`config.mk`:
```
export PLATFORM = sky130hd
export DESIGN_NAME = ej32_mem_arb
export DESIGN_NICKNAME = d
export VERILOG_FILES = /design/src/rtl/ej32_mem_arb.sv
export SDC_FILE = /design/constraint.sdc
export NUM_CORES = 1
export LEC_CHECK = 0
export CORE_MARGIN = 3
export CORE_UTILIZATION = 44
export CTS_CLUSTER_SIZE = 12
export DETAILED_ROUTE_END_ITERATION = 10
export PLACE_DENSITY = 0.79
export SLEW_MARGIN = 15
export SYNTH_ARGS = -nofsm -noshare
export SYNTH_HDL_FRONTEND = slang
export SYNTH_SLANG_ARGS = --single-unit
```
`constraint.sdc`:
```
create_clock -name clk -period 2.8 [get_ports clk]
set_clock_uncertainty 0.1 [all_clocks]
set_input_delay 0.56 -clock clk [delete_from_list [all_inputs] [get_ports clk]]
set_output_delay 0.56 -clock clk [all_outputs]
set_load 0.01 [all_outputs]
```
`src/rtl/ej32_mem_arb.sv`:
```
`default_nettype none
// ============================================================================
// Module   : ej32_mem_arb
// Purpose  : Shares the eJ32 byte-wide memory bus between the core port and a
//            host (loader/debug) port. It issues at most one access per cycle.
//            Ownership is sticky. A wait counter bounds starvation, and a host
//            lock keeps the bus for an uninterrupted burst. Read data returns
//            one cycle after the grant and is steered back to the issuer by a
//            registered tag.
// Ports    : clk, rst                        clock, sync active-high reset
//            c_req/c_we/c_a/c_vo             core request side
//            c_gnt/c_vld/c_vi                core grant and read return
//            h_req/h_we/h_lock/h_a/h_vo      host request side
//            h_gnt/h_vld/h_vi                host grant and read return
//            m_en/m_we/m_a/m_vo/m_vi         memory bus (1-cycle read latency)
//            own                             owner: 0=IDLE 1=CORE 2=HOST
// Revision : 1.0  initial release
// ============================================================================
module ej32_mem_arb #(
    parameter int ASZ      = 17,
    parameter int DSZ      = 8,
    parameter int MAX_WAIT = 16
) (
    input  logic           clk,
    input  logic           rst,
    input  logic           c_req,
    input  logic           c_we,
    input  logic [ASZ-1:0] c_a,
    input  logic [DSZ-1:0] c_vo,
    output logic           c_gnt,
    output logic           c_vld,
    output logic [DSZ-1:0] c_vi,
    input  logic           h_req,
    input  logic           h_we,
    input  logic           h_lock,
    input  logic [ASZ-1:0] h_a,
    input  logic [DSZ-1:0] h_vo,
    output logic           h_gnt,
    output logic           h_vld,
    output logic [DSZ-1:0] h_vi,
    output logic           m_en,
    output logic           m_we,
    output logic [ASZ-1:0] m_a,
    output logic [DSZ-1:0] m_vo,
    input  logic [DSZ-1:0] m_vi,
    output logic [1:0]     own
);

    localparam int            CW      = $clog2(MAX_WAIT + 1);
    localparam logic [CW-1:0] MAX_CNT = CW'(MAX_WAIT);

    typedef enum logic [1:0] {
        ST_IDLE = 2'd0,
        ST_CORE = 2'd1,
        ST_HOST = 2'd2
    } state_t;

    state_t         r_state;
    state_t         w_state_nxt;
    logic [CW-1:0]  r_cnt;
    logic           w_starve;
    logic           w_c_gnt;
    logic           w_h_gnt;
    logic           w_blocked;
    logic           r_c_pend;
    logic           r_h_pend;
    logic [DSZ-1:0] r_c_vi;
    logic [DSZ-1:0] r_h_vi;
    logic [ASZ-1:0] r_m_a;
    logic [DSZ-1:0] r_m_vo;

    assign w_starve = (r_cnt >= MAX_CNT);

    // Grant / next-state logic
    always_comb begin
        w_c_gnt     = 1'b0;
        w_h_gnt     = 1'b0;
        w_state_nxt = ST_IDLE;
        case (r_state)
            ST_CORE: begin
                if (c_req && !(h_req && w_starve)) w_c_gnt = 1'b1;
                else if (h_req)                    w_h_gnt = 1'b1;
            end
            ST_HOST: begin
                // Lock only matters once the host already owns the bus.
                if (h_req && (h_lock || !w_starve)) w_h_gnt = 1'b1;
                else if (c_req)                     w_c_gnt = 1'b1;
            end
            default: begin
                // Simultaneous requests from idle: host wins.
                if (h_req)      w_h_gnt = 1'b1;
                else if (c_req) w_c_gnt = 1'b1;
            end
        endcase
        if (rst) begin
            w_c_gnt = 1'b0;
            w_h_gnt = 1'b0;
        end
        if (w_h_gnt)      w_state_nxt = ST_HOST;
        else if (w_c_gnt) w_state_nxt = ST_CORE;
    end

    // A requester is only "waiting" while the bus is busy with the other port.
    assign w_blocked = (c_req && !w_c_gnt && w_h_gnt) ||
                       (h_req && !w_h_gnt && w_c_gnt);

    always_ff @(posedge clk) begin
        if (rst) begin
            r_state  <= ST_IDLE;
            r_cnt    <= '0;
            r_c_pend <= 1'b0;
            r_h_pend <= 1'b0;
            r_c_vi   <= '0;
            r_h_vi   <= '0;
            r_m_a    <= '0;
            r_m_vo   <= '0;
        end else begin
            r_state <= w_state_nxt;
            if (w_blocked) r_cnt <= (r_cnt == MAX_CNT) ? r_cnt : r_cnt + 1'b1;
            else           r_cnt <= '0;
            // Tag of the read in flight; data returns next cycle.
            r_c_pend <= w_c_gnt && !c_we;
            r_h_pend <= w_h_gnt && !h_we;
            if (r_c_pend) r_c_vi <= m_vi;
            if (r_h_pend) r_h_vi <= m_vi;
            if (w_c_gnt) begin
                r_m_a  <= c_a;
                r_m_vo <= c_vo;
            end else if (w_h_gnt) begin
                r_m_a  <= h_a;
                r_m_vo <= h_vo;
            end
        end
    end

    assign c_gnt = w_c_gnt;
    assign h_gnt = w_h_gnt;
    assign m_en  = w_c_gnt | w_h_gnt;
    assign m_we  = w_c_gnt ? c_we : (w_h_gnt ? h_we : 1'b0);
    assign m_a   = w_c_gnt ? c_a  : (w_h_gnt ? h_a  : r_m_a);
    assign m_vo  = w_c_gnt ? c_vo : (w_h_gnt ? h_vo : r_m_vo);

    // Return data passes straight through on the valid cycle, then holds.
    assign c_vld = r_c_pend;
    assign h_vld = r_h_pend;
    assign c_vi  = r_c_pend ? m_vi : r_c_vi;
    assign h_vi  = r_h_pend ? m_vi : r_h_vi;
    assign own   = r_state;

endmodule
`default_nettype wire
```
# After elaboration in Yosys (flattened, before gate mapping)
# Cells that the tools add are included.
# word_totals
register_bits,50
inputBits,65
word_cells,56
# op_classes
addsub,1
order_cmp,1
eq_ne,3
mux,21
bitwise_logic,2
n_reduce_logical,19
# op_table
operator,count
$mux W17,2
$mux W8,4
$mux W1,12
$logic_and A1 B1 Y1,9
$logic_not A1 Y1,6
$add A5 B1 Y5 const B,1
$eq A5 B5 Y1 const B,1
$ge A5 B5 Y1 const B,1
$pmux W1 S2,2
$reduce_or A2 Y1,2
$eq A2 B1 Y1 const B,1
$eq A2 B2 Y1 const B,1
$logic_or A1 B1 Y1,2
$mux W2,1
$not A1 Y1,1
$or A1 B1 Y1,1

# Depth between registers and ports, before layout
# depth
ltp_word,13
ltp_mapped,8

# Worst setup path before layout
# OpenSTA, ideal clock, no wires.
# synth_path
kind,register to output
from,"reg r_state[0], in the netlist own[0]"
to,out m_a[10]
t_arrival_ns,2.044
setup_slack_ns,0.096
stages_incl_launch_ff,9
cell_sequence,dfxtp_1 > inv_1 > ha_1 > or2_1 > a221oi_4 > or2_1 > buf_6 > buf_6 > a31oi_1
# synth_via
elab_chain_len,5
word_cells_on_any_way,8
# synth_lines
item,line_no,text
"start, declared",58,state_t r_state;
"start signal, assigned",118,r_state <= w_state_nxt;
$eq A2 B2 Y1 / $eq A2 B1 Y1 (equally long branches),79,case (r_state)
$pmux W1 S2,79,
$mux W1,95,if (rst) begin
$mux W17,--,
$mux W17 (*),--,
"end, declared",43,"output logic [ASZ-1:0] m_a,"
# Mark *: on every way between the ends. The rest lies on a longest branch, timed or not.

# Worst setup path after layout
# layout_path
from,"reg r_state[0], in the netlist own[0]"
to,out m_vo[7]
# layout_via
elab_chain_len,5
word_cells_on_any_way,8
# layout_lines
item,line_no,text
$eq A2 B2 Y1 / $eq A2 B1 Y1 (equally long branches),79,
$pmux W1 S2,79,
$mux W1,95,
$mux W8,--,
$mux W8 (*),--,
"end, declared",44,"output logic [DSZ-1:0] m_vo,"
# Marked as above.

==> flow_summary.json <==
{
  "routed_wl_mm": 13.6,
  "ctsHtreeMaxLevel": 2,
  "die_area_um2": 7560,
  "start_kind": "register",
  "core_um2": 6130,
  "ys_seq_area_share_pct": 34.7,
  "dr.pass1.iters": 5,
  "num_vias": 3667,
  "wire_per_inst_um": 23.3,
  "cp.arrival_ns": 2.42,
  "hp-class": "reg2reg",
  "postCtsHoldBufs": 0,
  "worst_pin_slew_ns": 0.809,
  "finalCriticalPeriod_ns": 3.08,
  "syn_to_final_growth_pct": 89.9,
  "ff2ff_path_depth": 16,
  "grt_usage_pct": 31.3,
  "setup_ws_ns": -0.285,
  "final_common_cell": "buf_4",
  "setup_viol": 29,
  "drtIter0Drc": 253,
  "r2r_start": "own[0]",
  "nNetsFinal": 576,
  "drive_gt1_share_pct": 53.3,
  "critPathRequiredTime_ns": 2.14,
  "synth_warnings": 0,
  "finalCritPeriodShare_pct": 110,
  "maxSlewViolCount": 0,
  "io_buffers": 113,
  "avgSynthCellArea_um2": 10.0,
  "vias_per_cell": 6.29,
  "cp_top_family": "buffers and inverters",
  "first_global_vias": 3671,
  "cp_common_cell": "buf_4",
  "cts_root_buf": "clkbuf_8",
  "r2r-end": "r_m_a[9]",
  "max_freq_mhz": 324,
  "rsz0062_at_grt": "true",
  "cp_max_fo": 22,
  "tritoncts": "built",
  "clock_path_buffers": 2,
  "ioPinCount": 114,
  "crit_path_end": "m_vo[7]",
  "finalInstanceArea_um2": 5480,
  "synth_cells": 288,
  "diodes": 0,
  "cap_viol_max_count": 0,
  "synth_cell_types": 39,
  "path_class": "reg2out",
  "reg2reg_slack_ns": 0.03,
  "crit_start": "own[0]",
  "die_width_um": 86.9,
  "max_stage_delay_ns": 0.35,
  "fin_util_pct": 89.3,
  "worstSetupEndpointType": "output port",
  "insertion_delay_ns": 0.33,
  "post_dp_cell_area_um2": 4660,
  "grt_max_degree": 32,
  "globalRouteOverflowTotal": 0,
  "drcViolationCount": 0,
  "crit_chain": "inv_2 > ha_4 > buf_4 > buf_4 > a211oi_4 > buf_12 > o21ai_0 > a31oi_1 > buf_2",
  "ir_worst_vdd_uv": 436,
  "synth_fp_nets": 357,
  "antenna_found_initial": 0,
  "critPathSlowestCell": "dfxtp_2",
  "clock-sinks": 50,
  "violations": "negative setup slack",
  "gp_congestion": 0.853,
  "clkTransAtPathRegs_ns": 0.10,
  "cp_num_buf_inv": 5,
  "die_height_um": 86.9,
  "p_leak_nw": 2.10,
  "initial_core_util_pct": 47.0,
  "hold_depth": 2,
  "pwr_density_cell_nw_per_um2": 394,
  "antenna_left": 0,
  "hold_viol": 0,
  "dp_hpwl_mm": 6.70,
  "ys_ff_latch": 50,
  "status": "finished with violations",
  "slew-limit-headroom_pct": 45.7,
  "cts_made_buffers": 5,
  "final_cell_mix": "95 x buf_4, 80 x clkdlybuf4s50_1, 48 x dfxtp_1, 32 x buf_6, 25 x a311oi_2",
  "syn-cell-area_um2": 2880,
  "grt_pass1_wl_mm": 18.4,
  "row_count": 28,
  "fin_hold_ws_ns": 0.502,
  "path_depth": 9
}
[per-layer routing]
layer | part of all wire (%) | up-vias | wire length, µm | track usage [%]
met5 | 0 | - | 0 | 0
met2 | 49 | 277 | 6700 | 56.4
li1 | - | 1539 | - | -
met4 | 6.2 | 0 | 839 | 15.3
met3 | 8.3 | 87 | 1130 | 6.53
met1 | 36 | 1764 | 4930 | 34.6
[timing repair]
| action | 4_1_cts | 5_1_grt |
|---|---|---|
| resized for setup | 187 | 51 |
| setup buffers | 27 | 9 |
| gates cloned | 6 | 0 |
| endpoints found under the setup margin | 29 | 30 |
| pin swaps | 19 | 6 |
[synthesized netlist by cell type, drive strengths merged]
master / n / area [µm²]
nor3: 26 / 130
xor2: 2 / 17.5
and4bb: 1 / 12.5
or4b: 1 / 13.8
or2: 2 / 12.5
nand3: 27 / 225
nor3b: 1 / 18.8
nor2b: 17 / 106
nor2: 3 / 11.3
o2111ai: 1 / 8.76
nand2: 4 / 15.0
o32ai: 1 / 8.76
nand2b: 3 / 18.8
ha: 4 / 50.1
a221oi: 1 / 26.3
clkbuf: 11 / 42.5
nor4b: 1 / 8.76
buf: 16 / 158
mux2: 16 / 180
a211oi: 2 / 20.0
a311oi: 25 / 375
a21oi: 1 / 5.00
a211o: 1 / 8.76
inv: 10 / 37.5
dfxtp: 50 / 1000
a31oi: 26 / 163
mux2i: 1 / 10.0
nand3b: 1 / 20.0
xnor2: 2 / 17.5
nor4: 4 / 25.0
o21ai: 27 / 135
[power by group]
part | internal [mW] | switching (mW) | total [mW]
Clock | 0.177 | 0.272 | 0.449
Combinational | 0.484 | 0.444 | 0.929
Sequential | 0.754 | 0.0232 | 0.778
[flip-flops by register name, indices dropped and copies added (netlist names)]
| signal | count |
|---|---|
| h_vld | 1 |
| c_vld | 1 |
| r_cnt | 5 |
| r_h_vi | 8 |
| r_m_a | 17 |
| own | 2 |
| r_c_vi | 8 |
| r_m_vo | 8 |
[through the flow]
step / setup slack [ns] / total power [mW] / instances / setup TNS (ns)
after floorplan: 0.0957 / 1.10 / 288 / 0
after global routing: -0.358 / 2.21 / 583 / -6.48
after detailed placement: -0.633 / 1.50 / 542 / -16.46
after global placement: -0.618 / 1.48 / 542 / -15.90
after CTS: -0.151 / 2.02 / 582 / -3.17
final: -0.285 / 2.16 / 583 / -5.07
[worst min-delay path, stage by stage (launching register included)]
cell and delay (ns):
dfxtp_1 0.32, mux2_2 0.14, nor2b_1 0.11
[layout make-up]
type | instances | area (µm²)
clock buffers | 6 | 72.6
clock inverters | 2 | 13.8
fillers | 256 | 656
inverters | 10 | 37.5
multi-input cells | 201 | 2060
flip-flops and latches | 50 | 1000
well taps | 75 | 93.8
repair buffers | 239 | 2200
[logic make-up after synthesis]
| group | after synthesis | share of synthesized area (%) |
|---|---|---|
| flops | 50 | 34.7 |
| compound gates | 85 | 26.0 |
| fa+ha+maj | 4 | 1.74 |
| buf+inv | 37 | 8.25 |
| mux | 17 | 6.60 |
| simple gates | 91 | 21.4 |
| xor+xnor | 4 | 1.22 |
[worst min-delay path by stage]
stage / start / end / slack [ns]
2_1_floorplan: r_cnt[1] / r_cnt[1] / 0.43
3_3_place_gp: r_m_a[8] / r_m_a[8] / 0.44
3_5_place_dp: r_m_a[8] / r_m_a[8] / 0.45
4_1_cts: r_m_a[7] / r_m_a[7] / 0.47
5_1_grt: r_c_vi[6] / r_c_vi[6] / 0.53
6_report: r_h_vi[3] / r_h_vi[3] / 0.50
Power figures use the tool's default switching activity.
